[config.mk]
export PLATFORM = sky130hd
export DESIGN_NAME = nibble_merge_sequencer_flat
export DESIGN_NICKNAME = d
export VERILOG_FILES = /design/src/rtl/nibble_merge_pkg.sv /design/src/rtl/nibble_merge_sequencer_if.sv /design/src/rtl/rr_arbiter2.sv /design/src/rtl/nibble_merge_sequencer.sv /design/src/flat_wrapper.sv
export SDC_FILE = /design/constraint.sdc
export NUM_CORES = 1
export LEC_CHECK = 0
export CELL_PAD_IN_SITES_DETAIL_PLACEMENT = 1
export CELL_PAD_IN_SITES_GLOBAL_PLACEMENT = 2
export CORE_MARGIN = 4
export CORE_UTILIZATION = 29
export DETAILED_ROUTE_END_ITERATION = 8
export GPL_ROUTABILITY_DRIVEN = 0
export PLACE_DENSITY = 0.84
export RECOVER_POWER = 100
export SLEW_MARGIN = 20
export SYNTH_ARGS = -nofsm -noshare
export SYNTH_HDL_FRONTEND = slang
export SYNTH_SLANG_ARGS = --single-unit
[constraint.sdc]
create_clock -name clk -period 2.1 [get_ports clk]
set_input_delay 0.525 -clock clk [delete_from_list [all_inputs] [get_ports clk]]
set_output_delay 0.525 -clock clk [all_outputs]
set_load 0.005 [all_outputs]
[src/rtl/nibble_merge_pkg.sv]
// Shared types, nibble bounds and opcode helpers for the nibble merge sequencer.
// Latency: none (definitions only); backpressure: n/a.
package nibble_merge_pkg;

    typedef enum logic [2:0] {
        OP_NOP     = 3'd0,
        OP_LOAD_LO = 3'd1,
        OP_LOAD_HI = 3'd2,
        OP_CAT_AB  = 3'd3,
        OP_CAT_BA  = 3'd4,
        OP_CLEAR   = 3'd5
    } op_e;

    typedef enum logic [1:0] {
        ST_IDLE = 2'd0,
        ST_EXEC = 2'd1,
        ST_OUT  = 2'd2
    } state_e;

    localparam int LO_MSB   = 3;
    localparam int LO_LSB   = 0;
    localparam int HI_MSB   = 7;
    localparam int HI_LSB   = 4;
    localparam int BHI_MSB  = 6;
    localparam int BHI_LSB  = 3;
    localparam int C_MSB    = 3;
    localparam int C_LSB    = 2;

    typedef struct packed {
        logic [2:0] op;
        logic [7:0] a;
        logic [6:0] b;
    } cmd_t;

    function automatic logic op_illegal(input logic [2:0] op);
        return op > OP_CLEAR;
    endfunction

endpackage

[src/rtl/nibble_merge_sequencer_if.sv]
// Request/result bundle between two requesters, the sequencer and its consumer.
// Latency: wires only; backpressure: out_ready stalls results, reqN_ready is a one-cycle accept.
interface nibble_merge_sequencer_if;
    logic       req0_valid;
    logic [2:0] req0_op;
    logic [7:0] req0_a;
    logic [6:0] req0_b;
    logic       req0_ready;

    logic       req1_valid;
    logic [2:0] req1_op;
    logic [7:0] req1_a;
    logic [6:0] req1_b;
    logic       req1_ready;

    logic       out_valid;
    logic       out_ready;
    logic [7:0] out_d;
    logic [1:0] out_c;
    logic       out_src;
    logic       out_err;
    logic       busy;

    modport master (
        output req0_valid, req0_op, req0_a, req0_b,
        output req1_valid, req1_op, req1_a, req1_b,
        output out_ready,
        input  req0_ready, req1_ready,
        input  out_valid, out_d, out_c, out_src, out_err, busy
    );

    modport slave (
        input  req0_valid, req0_op, req0_a, req0_b,
        input  req1_valid, req1_op, req1_a, req1_b,
        input  out_ready,
        output req0_ready, req1_ready,
        output out_valid, out_d, out_c, out_src, out_err, busy
    );
endinterface

[src/rtl/rr_arbiter2.sv]
// Two-way arbiter: round-robin on contention when RR_EN=1, else req0 always wins.
// Latency: combinational grant; backpressure: grants only while en is high.
module rr_arbiter2 #(
    parameter bit RR_EN = 1'b1
) (
    input  logic       clk,
    input  logic       rst_n,
    input  logic [1:0] req,
    input  logic       en,
    output logic [1:0] gnt
);

    // pref_q = 1 means requester 1 wins the next contended cycle
    logic pref_q;

    always_comb begin
        gnt = 2'b00;
        if (en) begin
            if (req == 2'b11) begin
                gnt = (RR_EN && pref_q) ? 2'b10 : 2'b01;
            end else begin
                gnt = req;
            end
        end
    end

    always_ff @(posedge clk or negedge rst_n) begin
        if (!rst_n) begin
            pref_q <= 1'b0;
        end else if (RR_EN && (gnt != 2'b00)) begin
            pref_q <= gnt[0];
        end
    end

endmodule

[src/rtl/nibble_merge_sequencer.sv]
// Arbitrates two requesters onto one nibble-merge datapath with a persistent byte d.
// Latency: accept at t -> out_valid at t+2; backpressure: holds result until out_ready, no accepts while busy.
module nibble_merge_sequencer
    import nibble_merge_pkg::*;
#(
    parameter bit         RR_EN   = 1'b1,
    parameter logic [7:0] D_RESET = 8'h00
) (
    input logic                     clk,
    input logic                     rst_n,
    nibble_merge_sequencer_if.slave bus
);

    state_e     state_q;
    state_e     state_d;
    cmd_t       cmd_q;
    logic       src_q;
    logic [7:0] d_q;
    logic [1:0] c_q;
    logic       src_out_q;
    logic       err_q;
    logic [1:0] gnt;
    logic       idle;

    function automatic logic [7:0] merge(input logic [2:0] op, input logic [7:0] d,
                                         input logic [7:0] a, input logic [6:0] b);
        logic [7:0] r;
        r = d;
        case (op)
            OP_LOAD_LO: r[LO_MSB:LO_LSB] = a[LO_MSB:LO_LSB];
            OP_LOAD_HI: r[HI_MSB:HI_LSB] = b[BHI_MSB:BHI_LSB];
            OP_CAT_AB:  r = {a[LO_MSB:LO_LSB], b[LO_MSB:LO_LSB]};
            OP_CAT_BA:  r = {b[LO_MSB:LO_LSB], a[HI_MSB:HI_LSB]};
            OP_CLEAR:   r = D_RESET;
            default:    r = d;
        endcase
        return r;
    endfunction

    assign idle = (state_q == ST_IDLE);

    // rst_n gating keeps ready quiet while reset is held with a valid request pending
    rr_arbiter2 #(.RR_EN(RR_EN)) u_arb (
        .clk   (clk),
        .rst_n (rst_n),
        .req   ({bus.req1_valid, bus.req0_valid}),
        .en    (idle && rst_n),
        .gnt   (gnt)
    );

    always_ff @(posedge clk or negedge rst_n) begin
        if (!rst_n) begin
            state_q <= ST_IDLE;
        end else begin
            state_q <= state_d;
        end
    end

    always_comb begin
        state_d = state_q;
        case (state_q)
            ST_IDLE: if (gnt != 2'b00) state_d = ST_EXEC;
            ST_EXEC: state_d = ST_OUT;
            ST_OUT:  if (bus.out_ready) state_d = ST_IDLE;
            default: state_d = ST_IDLE;
        endcase
    end

    always_ff @(posedge clk or negedge rst_n) begin
        if (!rst_n) begin
            cmd_q     <= '0;
            src_q     <= 1'b0;
            d_q       <= D_RESET;
            c_q       <= 2'b00;
            src_out_q <= 1'b0;
            err_q     <= 1'b0;
        end else begin
            if (idle && (gnt != 2'b00)) begin
                cmd_q <= gnt[1] ? '{op: bus.req1_op, a: bus.req1_a, b: bus.req1_b}
                                : '{op: bus.req0_op, a: bus.req0_a, b: bus.req0_b};
                src_q <= gnt[1];
            end
            if (state_q == ST_EXEC) begin
                d_q       <= merge(cmd_q.op, d_q, cmd_q.a, cmd_q.b);
                c_q       <= cmd_q.a[C_MSB:C_LSB];
                err_q     <= op_illegal(cmd_q.op);
                src_out_q <= src_q;
            end
        end
    end

    assign bus.req0_ready = gnt[0];
    assign bus.req1_ready = gnt[1];
    assign bus.out_valid  = (state_q == ST_OUT);
    assign bus.out_d      = d_q;
    assign bus.out_c      = c_q;
    assign bus.out_src    = src_out_q;
    assign bus.out_err    = err_q;
    assign bus.busy       = !idle;

endmodule
[src/flat_wrapper.sv]
// flat-port wrapper written by rule: the top's interface ports become plain ports
module nibble_merge_sequencer_flat import nibble_merge_pkg::*;
#(
    parameter bit         RR_EN   = 1'b1,
    parameter logic [7:0] D_RESET = 8'h00
)
  (clk, rst_n, bus_req0_valid, bus_req0_op, bus_req0_a, bus_req0_b, bus_req1_valid, bus_req1_op, bus_req1_a, bus_req1_b, bus_out_ready, bus_req0_ready, bus_req1_ready, bus_out_valid, bus_out_d, bus_out_c, bus_out_src, bus_out_err, bus_busy);
  nibble_merge_sequencer_if bus_i ();
  input logic clk;
  input logic rst_n;
  input wire logic [$bits(bus_i.req0_valid)-1:0] bus_req0_valid;
  input wire logic [$bits(bus_i.req0_op)-1:0] bus_req0_op;
  input wire logic [$bits(bus_i.req0_a)-1:0] bus_req0_a;
  input wire logic [$bits(bus_i.req0_b)-1:0] bus_req0_b;
  input wire logic [$bits(bus_i.req1_valid)-1:0] bus_req1_valid;
  input wire logic [$bits(bus_i.req1_op)-1:0] bus_req1_op;
  input wire logic [$bits(bus_i.req1_a)-1:0] bus_req1_a;
  input wire logic [$bits(bus_i.req1_b)-1:0] bus_req1_b;
  input wire logic [$bits(bus_i.out_ready)-1:0] bus_out_ready;
  output wire logic [$bits(bus_i.req0_ready)-1:0] bus_req0_ready;
  output wire logic [$bits(bus_i.req1_ready)-1:0] bus_req1_ready;
  output wire logic [$bits(bus_i.out_valid)-1:0] bus_out_valid;
  output wire logic [$bits(bus_i.out_d)-1:0] bus_out_d;
  output wire logic [$bits(bus_i.out_c)-1:0] bus_out_c;
  output wire logic [$bits(bus_i.out_src)-1:0] bus_out_src;
  output wire logic [$bits(bus_i.out_err)-1:0] bus_out_err;
  output wire logic [$bits(bus_i.busy)-1:0] bus_busy;
  assign bus_i.req0_valid = bus_req0_valid;
  assign bus_i.req0_op = bus_req0_op;
  assign bus_i.req0_a = bus_req0_a;
  assign bus_i.req0_b = bus_req0_b;
  assign bus_i.req1_valid = bus_req1_valid;
  assign bus_i.req1_op = bus_req1_op;
  assign bus_i.req1_a = bus_req1_a;
  assign bus_i.req1_b = bus_req1_b;
  assign bus_i.out_ready = bus_out_ready;
  assign bus_req0_ready = bus_i.req0_ready;
  assign bus_req1_ready = bus_i.req1_ready;
  assign bus_out_valid = bus_i.out_valid;
  assign bus_out_d = bus_i.out_d;
  assign bus_out_c = bus_i.out_c;
  assign bus_out_src = bus_i.out_src;
  assign bus_out_err = bus_i.out_err;
  assign bus_busy = bus_i.busy;
  nibble_merge_sequencer #(.RR_EN(RR_EN), .D_RESET(D_RESET)) u_core (.clk(clk), .rst_n(rst_n), .bus(bus_i));
endmodule
Yosys cells after proc, flatten, opt, wreduce, memory -nomap -nowiden
Cells that the tools add are included.
Widths: inputs -> output; s select.

cells by class
  magnitude comparators = 1
  reductions and logical operators = 10
  mux-type cells = 9
  equality and inequality tests = 10

operators by type and width
  kind                number
  $pmux 4 s4          2
  $mux 18             1
  $mux 2              5
  $reduce_bool 4->1   2
  $eq 3x2->1 const B  2
  $eq 3x3->1 const B  2
  $pmux 2 s3          1
  $reduce_and 2->1    3
  $eq 2x2->1 const B  2
  $ne 2x2->1 const B  2
  $eq 3x1->1 const B  1
  $gt 3x3->1 const B  1
  $eq 2x1->1 const B  1
  $logic_and 1x1->1   2
  $logic_not 2->1     1
  $reduce_bool 2->1   1
  $logic_not 1->1     1

word-level totals
  flip-flop bits (word level) = 34
  logic and storage cells = 41
  output and inout bits = 16
  input port bits = 41

Logic depth before layout (Yosys ltp)
  word-level depth = 6
  gate-level depth with buffers = 6
  depth with buffers taken out = 3

Modules after synthesis
Synthesis repeated with hierarchy kept, for this count alone.

second synthesis, totals
  cells, all modules = 188
  area total of the unflattened synthesis = 1,840.5 um^2

modules (own cells, without submodules)
  module                  seq. area each (um^2)  area each (um^2)  instances  cells each
  nibble_merge_sequencer  825.8                  1,779.2           1          180
  rr_arbiter2             25.0                   61.3              1          8

Worst setup path before layout
No wires, ideal clock.

  kind = input-to-output
  from = input port rst_n
  to = output port bus_req0_ready
  slack = 0.482 ns
  stages = 3
  arrival = 1.093 ns
  cell sequence = nor3b_2 > buf_2 > and3_1

between the ends
  longest elaborated chain between the ends = 2

RTL lines
  element            line                          source
  start, declared    flat_wrapper.sv:10            input logic rst_n;
  $logic_and 1x1->1  nibble_merge_sequencer.sv:47  .en (idle && rst_n),
  $mux 2             rr_arbiter2.sv:18             if (en) begin
  end, declared      flat_wrapper.sv:20            output wire logic [$bits(bus_i.req0_ready)-1:0] bus_req0_ready;

Every way passes these cells.

Worst setup path after layout
  from = register u_core.state_q[1]
  to = output port bus_req0_ready

between the ends
  longest elaborated chain between the ends = 3

RTL lines
  element                 line                          source
  start, declared         nibble_merge_sequencer.sv:14  state_e state_q;
  start signal, assigned  nibble_merge_sequencer.sv:55  state_q <= state_d;
  $logic_not 2->1         nibble_merge_sequencer.sv:40  assign idle = (state_q == ST_IDLE);
  $logic_and 1x1->1       nibble_merge_sequencer.sv:47
  $mux 2                  rr_arbiter2.sv:18

Every way passes these cells.

==> impl_results.md <==
* I/O Pins at 57
* DRT Pass-1 Iters at 4
* Vias per cell at 5.18
* Reg2reg end: u_core.cmd_q[4]$_DFFE_PN0P_
* Core area at 6790 sq um
* Global route overflow at 0
* Area contributors post-synth: dfrtp_1 42%, nand4_1 6.2%, o31ai_2 6.2%, a31oi_1 5.9%, a21oi_1 4.9%
* Synthesized area per cell at 9.65 sq um
* Syn Inst Count at 210
* Min-delay src: u_core.bus.out_err$_DFFE_PN0P_
* Area of the multi-input gates at just over 1000 sq um
* Die X at about 90 um
* FF+latch area at 851 sq um
* Most frequent cells in the layout: 38 x clkdlybuf4s50_1, 34 x dfrtp_1, 20 x a21oi_1, 20 x nand4_1, 19 x a31oi_1
* Post-synth top area share at 42.0%
* CTS tree: yes
* Cell taking the most area after synthesis: dfrtp_1
* Worst-case reg-to-reg path depth at 8
* Worst Hold Class: flip-flop to flip-flop
* Initial antenna violation count at 0
* DP HPWL at between 4000 and 5000 um
* Total track usage at 14.9%
* Htree depth at 2
* Top_reg_cell synth: dfrtp_1
* Startpoint types: flip-flop
* CP arrival at 1.47 ns
* Slew @ Worst Pin at between 0.8 and 0.9 ns
* Pin count of the biggest net entering global routing at 35
* P_leak at 1.14 nW
* Final cell count without fillers at 369
* Hold path endpoint: u_core.bus.out_err$_DFFE_PN0P_
* Routed Antenna Nets at 0
* Post-synthesis cell type count at 46
* Latest clock arrival within the worst-skew pair at 0.29 ns
* Area of the mapped netlist at between 2000 and 2500 sq um
* Max Cap Viol at 0
* Clock Tree Buf Depth at 2
* Async SR Flop Fraction at 100%
* Fin. max-slew vios at 0
* Setup CP Type: flip-flop to output port
* Rows at 30
* Share of cells above drive strength 1 at between 15 and 20%
* Worst R2R Setup Slack at 0.13 ns
* Commonest non-fill, non-tap cell in the layout: clkdlybuf4s50_1
* Area growth from synthesis to layout at 43.5%
* Drc violations at 0
* Vias at 1910
* Worst-path clk slew at roughly 0.07 ns
* Number of port buffers at 56
* Final period utilization at between 90% and 100%
* Chip Height at 91.6 um
* Fillers at 780
* Area of the die at 8390 sq um
* First-pass GRT wire length at 10200 um
* CP endpoint kind: output port
* Vias in the first global route at around 2000
* Synthesized Nets at ~250
* Syn. warnings at 0
* Outcome: completed
* Final Skew at 0.00333 ns
* RSZ-0062 raised after global routing: no
* Final wirelength at 6070 um
* Max Fanout on Critical Path at 2
* Flops & latches, synth at 34
* Post-synth EDFFs at 0
* Wirelength per Cell at 16.4 um
* Post-CTS Hold Buffers at 0
* PwrDens at 1160 nW/um^2
* Final net count at 313
* Final Cell Area at 2910 sq um
* VDD IR max at 317 uV
* F_max at 0.501 GHz
* # setup viols final at 0
* Initial cell density of the core at 29.8%
* Drt initial violations at 55
* Post-DP Area at 2750 sq um
* Slew HR at 42.4%
* Final Hold Viols at 0
* Tmin final at about 2 ns
* Worst Hold Depth at 2
* Seq/Total Area, Yosys at 42.0%
* Number of clock sinks at 34
* Worst R2R Start: u_core.state_q[1]$_DFFE_PN0P_
* CTS buffer count at 5
* Dpl cells at between 300 and 400
* ANT cells at 0
* Root Driver: clkbuf_8
* Critical path required time at 1.57 ns
worst max-delay path, stage by stage, from the launching register on:
cell and delay, ns:
dfrtp_1 0.39, clkbuf_1 0.13, nor3b_4 0.21, clkbuf_4 0.17, and3_4 0.18, buf_2 0.11
synthesized netlist by cell type, types with 4 or more instances:
library cell / n
o31ai_2: 10
nand2b_1: 4
a31oi_1: 19
buf_2: 12
nand4_1: 20
nand2_1: 10
dfrtp_1: 34
inv_1: 6
a21oi_1: 20
o31ai_1: 8
clkbuf_1: 7
o21ai_1: 4
nor2b_1: 4
o32a_1: 4
layout make-up:
type,instances,area share (%)
multi-input cells,145,35.2
flip-flops and latches,34,29.3
repair buffers,79,25.8
well taps,96,4.13
clock buffers,5,2.37
clock inverters,3,2.37
inverters,7,0.904
through the flow:
stage	worst slack, ns	hold slack [ns]	total power [mW]	setup TNS [ns]	utilization (%)
2_1_floorplan	0.482	0.229	2.06	0	-
3_3_place_gp	-0.370	0.463	2.67	-2.77	40.5
3_5_place_dp	-0.486	0.474	2.72	-3.69	40.5
4_1_cts	0.0303	0.492	3.50	0	43.4
5_1_grt	0.0314	0.517	3.64	0	42.8
6_report	0.102	0.476	3.38	0	42.8
cell families after synthesis:
family | after synthesis | share of synthesized area, %
DFF | 34 | 42.0
and+or+nand+nor | 61 | 18.9
buffers and inverters | 31 | 8.09
xor gates and xnor gates | 1 | 0.432
AOI/OAI and AO/OA | 78 | 28.0
muxes | 5 | 2.59
flip-flops by register name (all words and copies together), names as in the netlist:
name                 flops
u_core.src_q             1
u_core.bus.out_d         8
u_core.u_arb.pref_q      1
u_core.bus.out_c         2
u_core.cmd_q            18
u_core.bus.out_src       1
u_core.state_q           2
u_core.bus.out_err       1
power by group:
group	internal, mW	switching (mW)	leakage [nW]
Clock	0.476	0.257	0.0683
Combinational	0.735	0.642	0.685
Sequential	0.948	0.321	0.387
worst max path at each step:
| stage | from | endpoint | slack [ns] | cells after the start |
|---|---|---|---|---|
| floorplan | rst_n | bus_req0_ready | 0.48 | 3 |
| detailed placement | rst_n | bus_req1_ready | -0.49 | 5 |
| finish | u_core.state_q[1]$_DFFE_PN0P_ | bus_req0_ready | 0.10 | 5 |
| CTS | u_core.state_q[1]$_DFFE_PN0P_ | bus_busy | 0.03 | 3 |
| global placement | rst_n | bus_req1_ready | -0.37 | 5 |
| global route | u_core.state_q[1]$_DFFE_PN0P_ | bus_req0_ready | 0.03 | 5 |
routing by layer:
| layer | part of all wire, % | wire length (um) | global-route usage, % | up-vias |
|---|---|---|---|---|
| met4 | 1.1 | 64 | 4.27 | 0 |
| met3 | 4.7 | 285 | 2.49 | 4 |
| met1 | 48 | 2930 | 20.9 | 914 |
| met5 | 0 | 0 | 0 | - |
| li1 | - | - | - | 934 |
| met2 | 46 | 2790 | 23.4 | 58 |
timing repair:
item	CTS	global route
pin swaps	2	1
endpoints found under the setup margin	3	6
resized for setup	8	5
cloned	0	0
setup buffers	6	0
Note: power is estimated with default switching activity, not from simulation.
==> RTL change: new RTL, same flow settings <==
Reset style: synchronous (`rst_n`), changed in 3 clocked blocks.
--- a/src/rtl/rr_arbiter2.sv
+++ b/src/rtl/rr_arbiter2.sv
@@ -26,3 +26,3 @@
 
-    always_ff @(posedge clk or negedge rst_n) begin
+    always_ff @(posedge clk) begin
         if (!rst_n) begin
--- a/src/rtl/nibble_merge_sequencer.sv
+++ b/src/rtl/nibble_merge_sequencer.sv
@@ -50,3 +50,3 @@
 
-    always_ff @(posedge clk or negedge rst_n) begin
+    always_ff @(posedge clk) begin
         if (!rst_n) begin
@@ -68,3 +68,3 @@
 
-    always_ff @(posedge clk or negedge rst_n) begin
+    always_ff @(posedge clk) begin
         if (!rst_n) begin
Behaviour: differs if rst_n is asserted again (counterexample within 4 cycles, from zero or initial values and one cycle with rst_n low); with rst_n held inactive, the same outputs for 10 cycles.
==> RTL change against the unedited design <==
Synthesized area is 8.1% lower. Register-to-register slack improved by 0.22 ns. Setup slack got worse by 0.024 ns. Worst hold slack lost 0.020 ns. Routed wire length down 3.0%. Final cell count shrank 5.7%. Design area fell by 8.7%. Utilization increased by 0.99 points. Fmax decreased by 1.2%. Sequential cell count unchanged. Clock skew up 0.0077 ns.
Power is not compared: it rests on default switching activity, and its combinational part moved more than twofold at a synthesized area within 25%.
==> RTL change: results (changes against the unedited design) <==
Layout
  – Signal inverters: 4 (-3)
  – Seq cells: 34 (unchanged)
  – CLK BUF: 7 (+2)
  – Non-clk bufs: 82 (+3.8%)
  – Nets: 315 (+0.64%)
  – Multi-input gate area: 0.001017 sq mm (-0.49%)

Logic synthesis
  – Compound-Gate Fraction of Synth Area: 0.3192 (+0.03942)
  – Mapped cell area: 0.001862 sq mm (-8.1%)
  – Main flop type after synthesis: dfxtp_1
  – Post-synthesis adder-cell area fraction: 0.01344 (+0.01344)
  – Synth async-reset ratio: 0 (-1.000)
  – Post-synthesis xor/xnor area fraction: 0 (-0.004324)
  – Yosys cell types: 36 (-22%)
  – Mapped Nets: 250 (-0.40%)

Global route
  – GR Util met3: 0.02352 (-0.001337)
  – First-pass GRT wire length: 9.880 mm (-3.2%)
  – GR Layer Usage met2: 0.2671 (+0.03280)
  – Global-route track usage on met1: 0.2188 (+0.009519)

Route
  – Initial DRC count: 69 (+25%)
  – Routed WL per cell: 16.92 um (+2.9%)
  – Vias per inst: 5.422 (+4.8%)

STA
  – Slew @ Worst Pin: 1.093 ns (+0.2290 ns)
  – Final period util: 0.9626 (+0.01128)
  – Fin Hold WS: 0.4559 ns (-0.02017 ns)

Worst hold path
  – HP Start: u_core.bus.out_c[1]$_SDFFE_PN0P_

Setup path
  – R2R Path End: u_core.cmd_q[3]$_SDFFE_PN0P_
  – CP endpoint: bus_busy
  – Slowest CP cell: clkdlybuf4s50_1
  – Crit path from: u_core.state_q[1]$_SDFFE_PN0P_

Run status
  – Status: complete, no violations

Place
  – Worst slack, placed: -0.5532 ns (-0.06689 ns)
  – Post-DP HPWL: 4.424 mm (-0.16%)
-- RTL change: power by group --
group	leakage [nW]	switching (mW)	internal, mW	total, mW
sequential	0.279	0.0437	0.701	0.745
combinational	0.670	0.222	0.227	0.448
clock	0.0524	0.225	0.355	0.580
-- RTL change: layer usage --
layer  wire length, um  vias to the layer above
li1                  -                      940
met1              2717                      884
met2              2780                       56
met3               301                        7
met4                89                        0
met5                 0                        -
-- RTL change: stage by stage --
step / utilization / power (mW)
finish: 0.4379 / 1.773
floorplan: - / 1.004
global placement: 0.4203 / 1.204
global route: 0.4379 / 1.875
CTS: 0.4420 / 1.795
detailed placement: 0.4203 / 1.213
-- RTL change: cells by family after synthesis --
group                      count (synthesis)
AOI/OAI and AO/OA                         82
adders and majority gates                  2
buffers and inverters                     28
DFF                                       34
muxes                                      4
and+or+nand+nor                           57
